===== src/rtl/mem_stage_access_unit.sv =====
// Memory-stage access unit: issues data-memory req/gnt/rvalid transactions for
// loads and stores, stalls while one is in flight, and registers the writeback slot.
module mem_stage_access_unit #(
    parameter int unsigned ADDR_W = 32
) (
    input  logic              clk_i,
    input  logic              reset_i,
    input  logic              em_valid_i,
    input  logic              em_reg_write_i,
    input  logic              em_mem_read_i,
    input  logic              em_mem_write_i,
    input  logic [2:0]        em_funct3_i,
    input  logic [1:0]        em_dmem_to_reg_i,
    input  logic [4:0]        em_write_addr_reg_i,
    input  logic [31:0]       em_alu_result_i,
    input  logic [31:0]       em_read_data2_i,
    input  logic [31:0]       em_pc_new_i,
    output logic              dmem_req_o,
    output logic              dmem_we_o,
    output logic [ADDR_W-1:0] dmem_addr_o,
    output logic [3:0]        dmem_be_o,
    output logic [31:0]       dmem_wdata_o,
    input  logic              dmem_gnt_i,
    input  logic              dmem_rvalid_i,
    input  logic [31:0]       dmem_rdata_i,
    output logic              stall_o,
    output logic              misalign_o,
    output logic              mw_valid_o,
    output logic              mw_reg_write_o,
    output logic [4:0]        mw_write_addr_reg_o,
    output logic [31:0]       mw_wb_data_o
);

    typedef enum logic [1:0] {IDLE, REQ, RESP} state_t;

    state_t state_q, state_d;

    logic              we_q;
    logic [ADDR_W-1:0] addr_q;
    logic [3:0]        be_q;
    logic [31:0]       wdata_q;
    logic [2:0]        f3_q;
    logic [1:0]        off_q;
    logic [4:0]        rd_q;
    logic              rw_q;
    logic [1:0]        sel_q;
    logic [31:0]       alu_q;
    logic [31:0]       pc_q;

    logic              access, is_store, misal;
    logic [1:0]        off, size;
    logic [ADDR_W-1:0] addr_c;
    logic [3:0]        be_c;
    logic [31:0]       wdata_c;
    logic              retire, mis_evt, capture;

    logic              idle;
    logic [2:0]        src_f3;
    logic [1:0]        src_off, src_sel;
    logic [4:0]        src_rd;
    logic              src_rw, src_we;
    logic [31:0]       src_alu, src_pc;
    logic              valid_d, rw_d;
    logic [31:0]       wb_d;

    function automatic logic [31:0] load_extract(input logic [31:0] rdata,
                                                 input logic [1:0] sh_off,
                                                 input logic [2:0] f3);
        logic [31:0] sh;
        sh = rdata >> {sh_off, 3'b000};
        case (f3)
            3'b000:  return {{24{sh[7]}}, sh[7:0]};
            3'b001:  return {{16{sh[15]}}, sh[15:0]};
            3'b100:  return {24'h000000, sh[7:0]};
            3'b101:  return {16'h0000, sh[15:0]};
            default: return sh;
        endcase
    endfunction

    assign access   = em_valid_i & (em_mem_read_i | em_mem_write_i);
    assign is_store = em_mem_write_i;
    assign off      = em_alu_result_i[1:0];
    assign size     = em_funct3_i[1:0];
    assign misal    = ((size == 2'b01) & off[0]) | (size[1] & (off != 2'b00));
    assign addr_c   = {em_alu_result_i[ADDR_W-1:2], 2'b00};

    always_comb begin
        be_c    = 4'b1111;
        wdata_c = em_read_data2_i;
        case (size)
            2'b00: begin
                be_c    = 4'b0001 << off;
                wdata_c = {4{em_read_data2_i[7:0]}};
            end
            2'b01: begin
                be_c    = 4'b0011 << off;
                wdata_c = {2{em_read_data2_i[15:0]}};
            end
            default: ;
        endcase
    end

    // Stall drops in the retiring cycle so the pipeline advances past the
    // completed access instead of re-presenting it to IDLE.
    always_comb begin
        state_d      = state_q;
        dmem_req_o   = 1'b0;
        dmem_we_o    = 1'b0;
        dmem_addr_o  = '0;
        dmem_be_o    = '0;
        dmem_wdata_o = '0;
        stall_o      = 1'b0;
        retire       = 1'b0;
        mis_evt      = 1'b0;
        capture      = 1'b0;
        unique case (state_q)
            IDLE: begin
                if (access && misal) begin
                    mis_evt = 1'b1;
                end else if (access) begin
                    dmem_req_o   = 1'b1;
                    dmem_we_o    = is_store;
                    dmem_addr_o  = addr_c;
                    dmem_be_o    = be_c;
                    dmem_wdata_o = wdata_c;
                    capture      = 1'b1;
                    if (dmem_gnt_i && (is_store || dmem_rvalid_i)) begin
                        retire = 1'b1;
                    end else begin
                        stall_o = 1'b1;
                        state_d = dmem_gnt_i ? RESP : REQ;
                    end
                end
            end
            REQ: begin
                dmem_req_o   = 1'b1;
                dmem_we_o    = we_q;
                dmem_addr_o  = addr_q;
                dmem_be_o    = be_q;
                dmem_wdata_o = wdata_q;
                if (dmem_gnt_i && (we_q || dmem_rvalid_i)) begin
                    retire  = 1'b1;
                    state_d = IDLE;
                end else begin
                    stall_o = 1'b1;
                    if (dmem_gnt_i) state_d = RESP;
                end
            end
            RESP: begin
                if (dmem_rvalid_i) begin
                    retire  = 1'b1;
                    state_d = IDLE;
                end else begin
                    stall_o = 1'b1;
                end
            end
            default: state_d = IDLE;
        endcase
        if (reset_i) begin
            state_d      = IDLE;
            dmem_req_o   = 1'b0;
            dmem_we_o    = 1'b0;
            dmem_addr_o  = '0;
            dmem_be_o    = '0;
            dmem_wdata_o = '0;
            stall_o      = 1'b0;
            retire       = 1'b0;
            mis_evt      = 1'b0;
            capture      = 1'b0;
        end
    end

    assign idle    = (state_q == IDLE);
    assign src_f3  = idle ? em_funct3_i         : f3_q;
    assign src_off = idle ? off                 : off_q;
    assign src_sel = idle ? em_dmem_to_reg_i    : sel_q;
    assign src_rd  = idle ? em_write_addr_reg_i : rd_q;
    assign src_rw  = idle ? em_reg_write_i      : rw_q;
    assign src_we  = idle ? is_store            : we_q;
    assign src_alu = idle ? em_alu_result_i     : alu_q;
    assign src_pc  = idle ? em_pc_new_i         : pc_q;

    always_comb begin
        valid_d = idle ? (em_valid_i & (~access | mis_evt | retire)) : retire;
        rw_d    = valid_d & src_rw & (src_rd != 5'd0) & ~mis_evt;
        if (retire && !src_we && src_sel == 2'b01) begin
            wb_d = load_extract(dmem_rdata_i, src_off, src_f3);
        end else if (src_sel == 2'b10) begin
            wb_d = src_pc;
        end else begin
            wb_d = src_alu;
        end
    end

    always_ff @(posedge clk_i) begin
        if (reset_i) begin
            state_q             <= IDLE;
            misalign_o          <= 1'b0;
            mw_valid_o          <= 1'b0;
            mw_reg_write_o      <= 1'b0;
            mw_write_addr_reg_o <= '0;
            mw_wb_data_o        <= '0;
            we_q                <= 1'b0;
            addr_q              <= '0;
            be_q                <= '0;
            wdata_q             <= '0;
            f3_q                <= '0;
            off_q               <= '0;
            rd_q                <= '0;
            rw_q                <= 1'b0;
            sel_q               <= '0;
            alu_q               <= '0;
            pc_q                <= '0;
        end else begin
            state_q             <= state_d;
            misalign_o          <= mis_evt;
            mw_valid_o          <= valid_d;
            mw_reg_write_o      <= rw_d;
            mw_write_addr_reg_o <= src_rd;
            mw_wb_data_o        <= wb_d;
            if (capture) begin
                we_q    <= is_store;
                addr_q  <= addr_c;
                be_q    <= be_c;
                wdata_q <= wdata_c;
                f3_q    <= em_funct3_i;
                off_q   <= off;
                rd_q    <= em_write_addr_reg_i;
                rw_q    <= em_reg_write_i;
                sel_q   <= em_dmem_to_reg_i;
                alu_q   <= em_alu_result_i;
                pc_q    <= em_pc_new_i;
            end
        end
    end

endmodule


===== config.mk =====
export PLATFORM = sky130hd
export DESIGN_NAME = mem_stage_access_unit
export DESIGN_NICKNAME = d
export VERILOG_FILES = /design/src/rtl/mem_stage_access_unit.sv
export SDC_FILE = /design/constraint.sdc
export NUM_CORES = 1
export LEC_CHECK = 0
export BUFFER_PORTS_ARGS = -buffer_cell sky130_fd_sc_hd__buf_2
export CAP_MARGIN = 25
export CORE_UTILIZATION = 52
export DETAILED_ROUTE_END_ITERATION = 10
export GPL_TIMING_DRIVEN = 0
export PLACE_DENSITY = 0.78
export SETUP_SLACK_MARGIN = 0.1
export SLEW_MARGIN = 20
export SYNTH_ARGS = -nofsm -noshare
export SYNTH_HDL_FRONTEND = slang
export SYNTH_SLANG_ARGS = --single-unit

===== constraint.sdc =====
create_clock -name clk_i -period 2.82 [get_ports clk_i]
set_input_delay 0.141 -clock clk_i [delete_from_list [all_inputs] [get_ports clk_i]]
set_output_delay 0.141 -clock clk_i [all_outputs]
set_load 0.1 [all_outputs]

==> out/results.ini <==
[outcome]
status=completed

[placed_design]
gp_congestion=0.967
place_ws_ns=-0.189
place_inst=1522
post_dp_cell_area_um2=9770
dp_hpwl_mm=22.0
io_buffers=252

[critical_path]
rr_worst_depth=8
reg2reg_slack_ns=0.29
timing.rr.end=mw_wb_data_o[30]$_SDFF_PP0_
critical_path_class=flip-flop to output pin
crit_path_max_fanout=10
cp.arrival_ns=2.56
endpoint=dmem_addr_o[28]
cp-end-kind=output pin
start_kind=flip-flop
reg2reg_from=state_q[0]$_SDFFE_PP0P_
crit_required_ns=2.68
cp-startpoint=state_q[0]$_SDFFE_PP0P_

[clock_tree]
cts_sinks=154
clk_pin_slew_ns=0.06
cts_tree=done
clock_latency_ns=0.44
cts-root-buf=clkbuf_16
cts_buffers=17
cts.htree.levels=4
cts_max_path_buffers=2

[sta]
setup_viol=0
hold_viol=0
worst_slew_pin_slew_ns=0.753
post-route-period-util_pct=95.8
hold_ws_ns=0.00849
timing.final.ws_setup_ns=0.120
fin_tns_setup_ns=0
grt_setup_unrepaired=yes
fin_crit_ns=2.70
slew_viol_final=0
slew_headroom_pct=49.8
skew_ns=0.00565
fmax_mhz=370

[global_routing]
grt_pass1_vias=9171
antenna_found_initial=2
grt_start_max_net_pins=17
grt_pass1_wl_mm=48.1
gr-usage-all-layers_pct=39.4
gr-total-overflow=0

[yosys]
synth_compound_area_share_pct=20.1
synth-main-ff-cell=dfxtp_1
synth_cells=1081
synth-simple-area-share_pct=24.6
synthMuxAreaShare_pct=11.6
synth_xor_area_share_pct=0
ys_warn_count=0
yosysSeqAreaShare_pct=38.3
synth_area_um2=8050
synth-edff-count=0
avgSynthCellArea_um2=7.44
yosysUniqueCellTypes=53
async_flop_share_pct=0
synthAdderAreaFrac_pct=0
ys_ff_latch=154
synth_top_family_by_area=simple AND/OR/NAND/NOR gates

[die]
core_area_um2=15100
dieArea_um2=16000
die_x_um=126
placementRows=45
start_util_pct=53.1
die_h_um=126
ios=257

[power_and_ir_drop]
leakage_nw=4.69
power-per-cell-area_nw_per_um2=580
total_power_mw=6.56
ir_drop_mv=0.494

[min_path]
min_path_type=input port to flip-flop
hold_start=em_alu_result_i[2]
holdPathStages=3

[drt]
routedWlPerCell_um=19.7
drtIter0Drc=1151
num_vias=9645
drt_wl_total_mm=31.8
ant_nets=0
drc_errors=0
drtPass1Iterations=6
vias_per_cell=5.98

[finish]
fin_nets=1555
area_delta_synth_final_pct=40.5
final_area_um2=11300
final.fill_count=1120
stdcell_count=1612
final_util_pct=74.6
drive_gt1_share_pct=32.1

[run]
maxCapViolations=0

==> sequential cells by signal, summed over array words and instances, names as in the netlist, 2 cells and up <==
register,flops
mw_wb_data_o,32
pc_q,32
wdata_q,32
alu_q,31
mw_write_addr_reg_o,5
rd_q,5
be_q,4
f3_q,3
sel_q,2
state_q,2
==> critical path, cell delays in order, from the launching register on <==
cell and delay [ns]:
dfxtp_2 0.42, clkbuf_2 0.26, nor2b_1 0.26, clkbuf_2 0.29, clkbuf_4 0.29, nand2_1 0.12, a21oi_2 0.25, buf_12 0.21
==> worst min-delay path by stage <==
stage,to,slack [ns]
floorplan,state_q[1]$_SDFFE_PP0P_,0.22
global placement,state_q[1]$_SDFFE_PP0P_,0.37
detailed placement,state_q[1]$_SDFFE_PP0P_,0.37
CTS,alu_q[24]$_SDFFE_PP0P_,0.001
global route,mw_wb_data_o[25]$_SDFF_PP0_,0.02
finish,alu_q[2]$_SDFFE_PP0P_,0.008
==> synth_stat cells (all sizes together), types with 4 or more instances <==
master,number,area (um2)
buf,36,195
a211oi,24,208
nor2,94,355
nand2,341,1280
or2,5,31.3
mux2,9,101
nand3,14,70.1
mux4,30,676
dfxtp,154,3080
nor3,5,25.0
inv,4,15.0
clkbuf,57,214
nand3b,11,82.6
and2,5,31.3
o211ai,11,87.6
mux2i,16,160
a21oi,220,1120
o21ai,14,70.1
==> kinds of logic (layout without fill, tap and decap cells) <==
kind of cell	after synthesis	in the layout
compound gates	284	284
flops	154	154
other cells	1	4
mux	55	55
simple gates	490	490
buf+inv	97	437
==> final cells by class <==
cell class              count  area [um2]  share of cell area, %
diodes                      2        5.00                 0.0443
plain buffers              93         474                   4.19
clock buffers              18         439                   3.88
clock inverters            14         185                   1.64
inverters                   4        15.0                  0.133
multi-input cells         831        4790                   42.3
flip-flops and latches    154        3080                   27.3
well taps                 188         235                   2.08
repair buffers            308        2080                   18.4
==> what timing repair did <==
| item | in CTS | in global routing |
|---|---|---|
| resized for setup | 99 | 32 |
| hold endpoints to repair | 59 | 0 |
| setup buffers | 0 | 1 |
| pin swaps | 0 | 2 |
| hold buffers | 55 | 0 |
| endpoints found under the setup margin | 57 | 74 |
==> report_power, final <==
part | switching, mW | leakage (nW) | internal (mW)
logic | 1.25 | 3.14 | 0.507
registers | 0.0626 | 1.26 | 2.30
clock network | 1.00 | 0.296 | 1.44
total | 2.31 | 4.69 | 4.25
==> routing by layer <==
metal  track usage [%]  vias up  part of all wire, %
li1                  -     4336                    -
met1              48.2     4383                   38
met2              64.8      765                   47
met3              7.59      161                  9.8
met4              23.2        0                  5.3
met5                 0        -                    0
==> cells in the final DEF (no fill, tap or decap), types with 3 or more instances in the layout <==
master           n
nand2_1        341
buf_2          218
a21oi_1        169
dfxtp_1        153
nor2_1          74
dlygate4sd3_1   55
a21oi_2         50
buf_4           41
clkbuf_1        40
mux4_2          30
a211oi_1        20
nor2_2          19
buf_6           17
clkbuf_16       17
mux2i_1         16
clkbuf_2        14
o21ai_0         14
nand3_1         14
nand3b_1        11
o211ai_1        10
mux2_2           9
buf_1            5
and2_1           5
nor3_1           5
buf_12           5
inv_1            4
inv_6            4
buf_8            4
or2_2            3
a211oi_2         3
clkinv_4         3
bufinv_16        3
clkinvlp_4       3
Power figures use the tool's default switching activity.
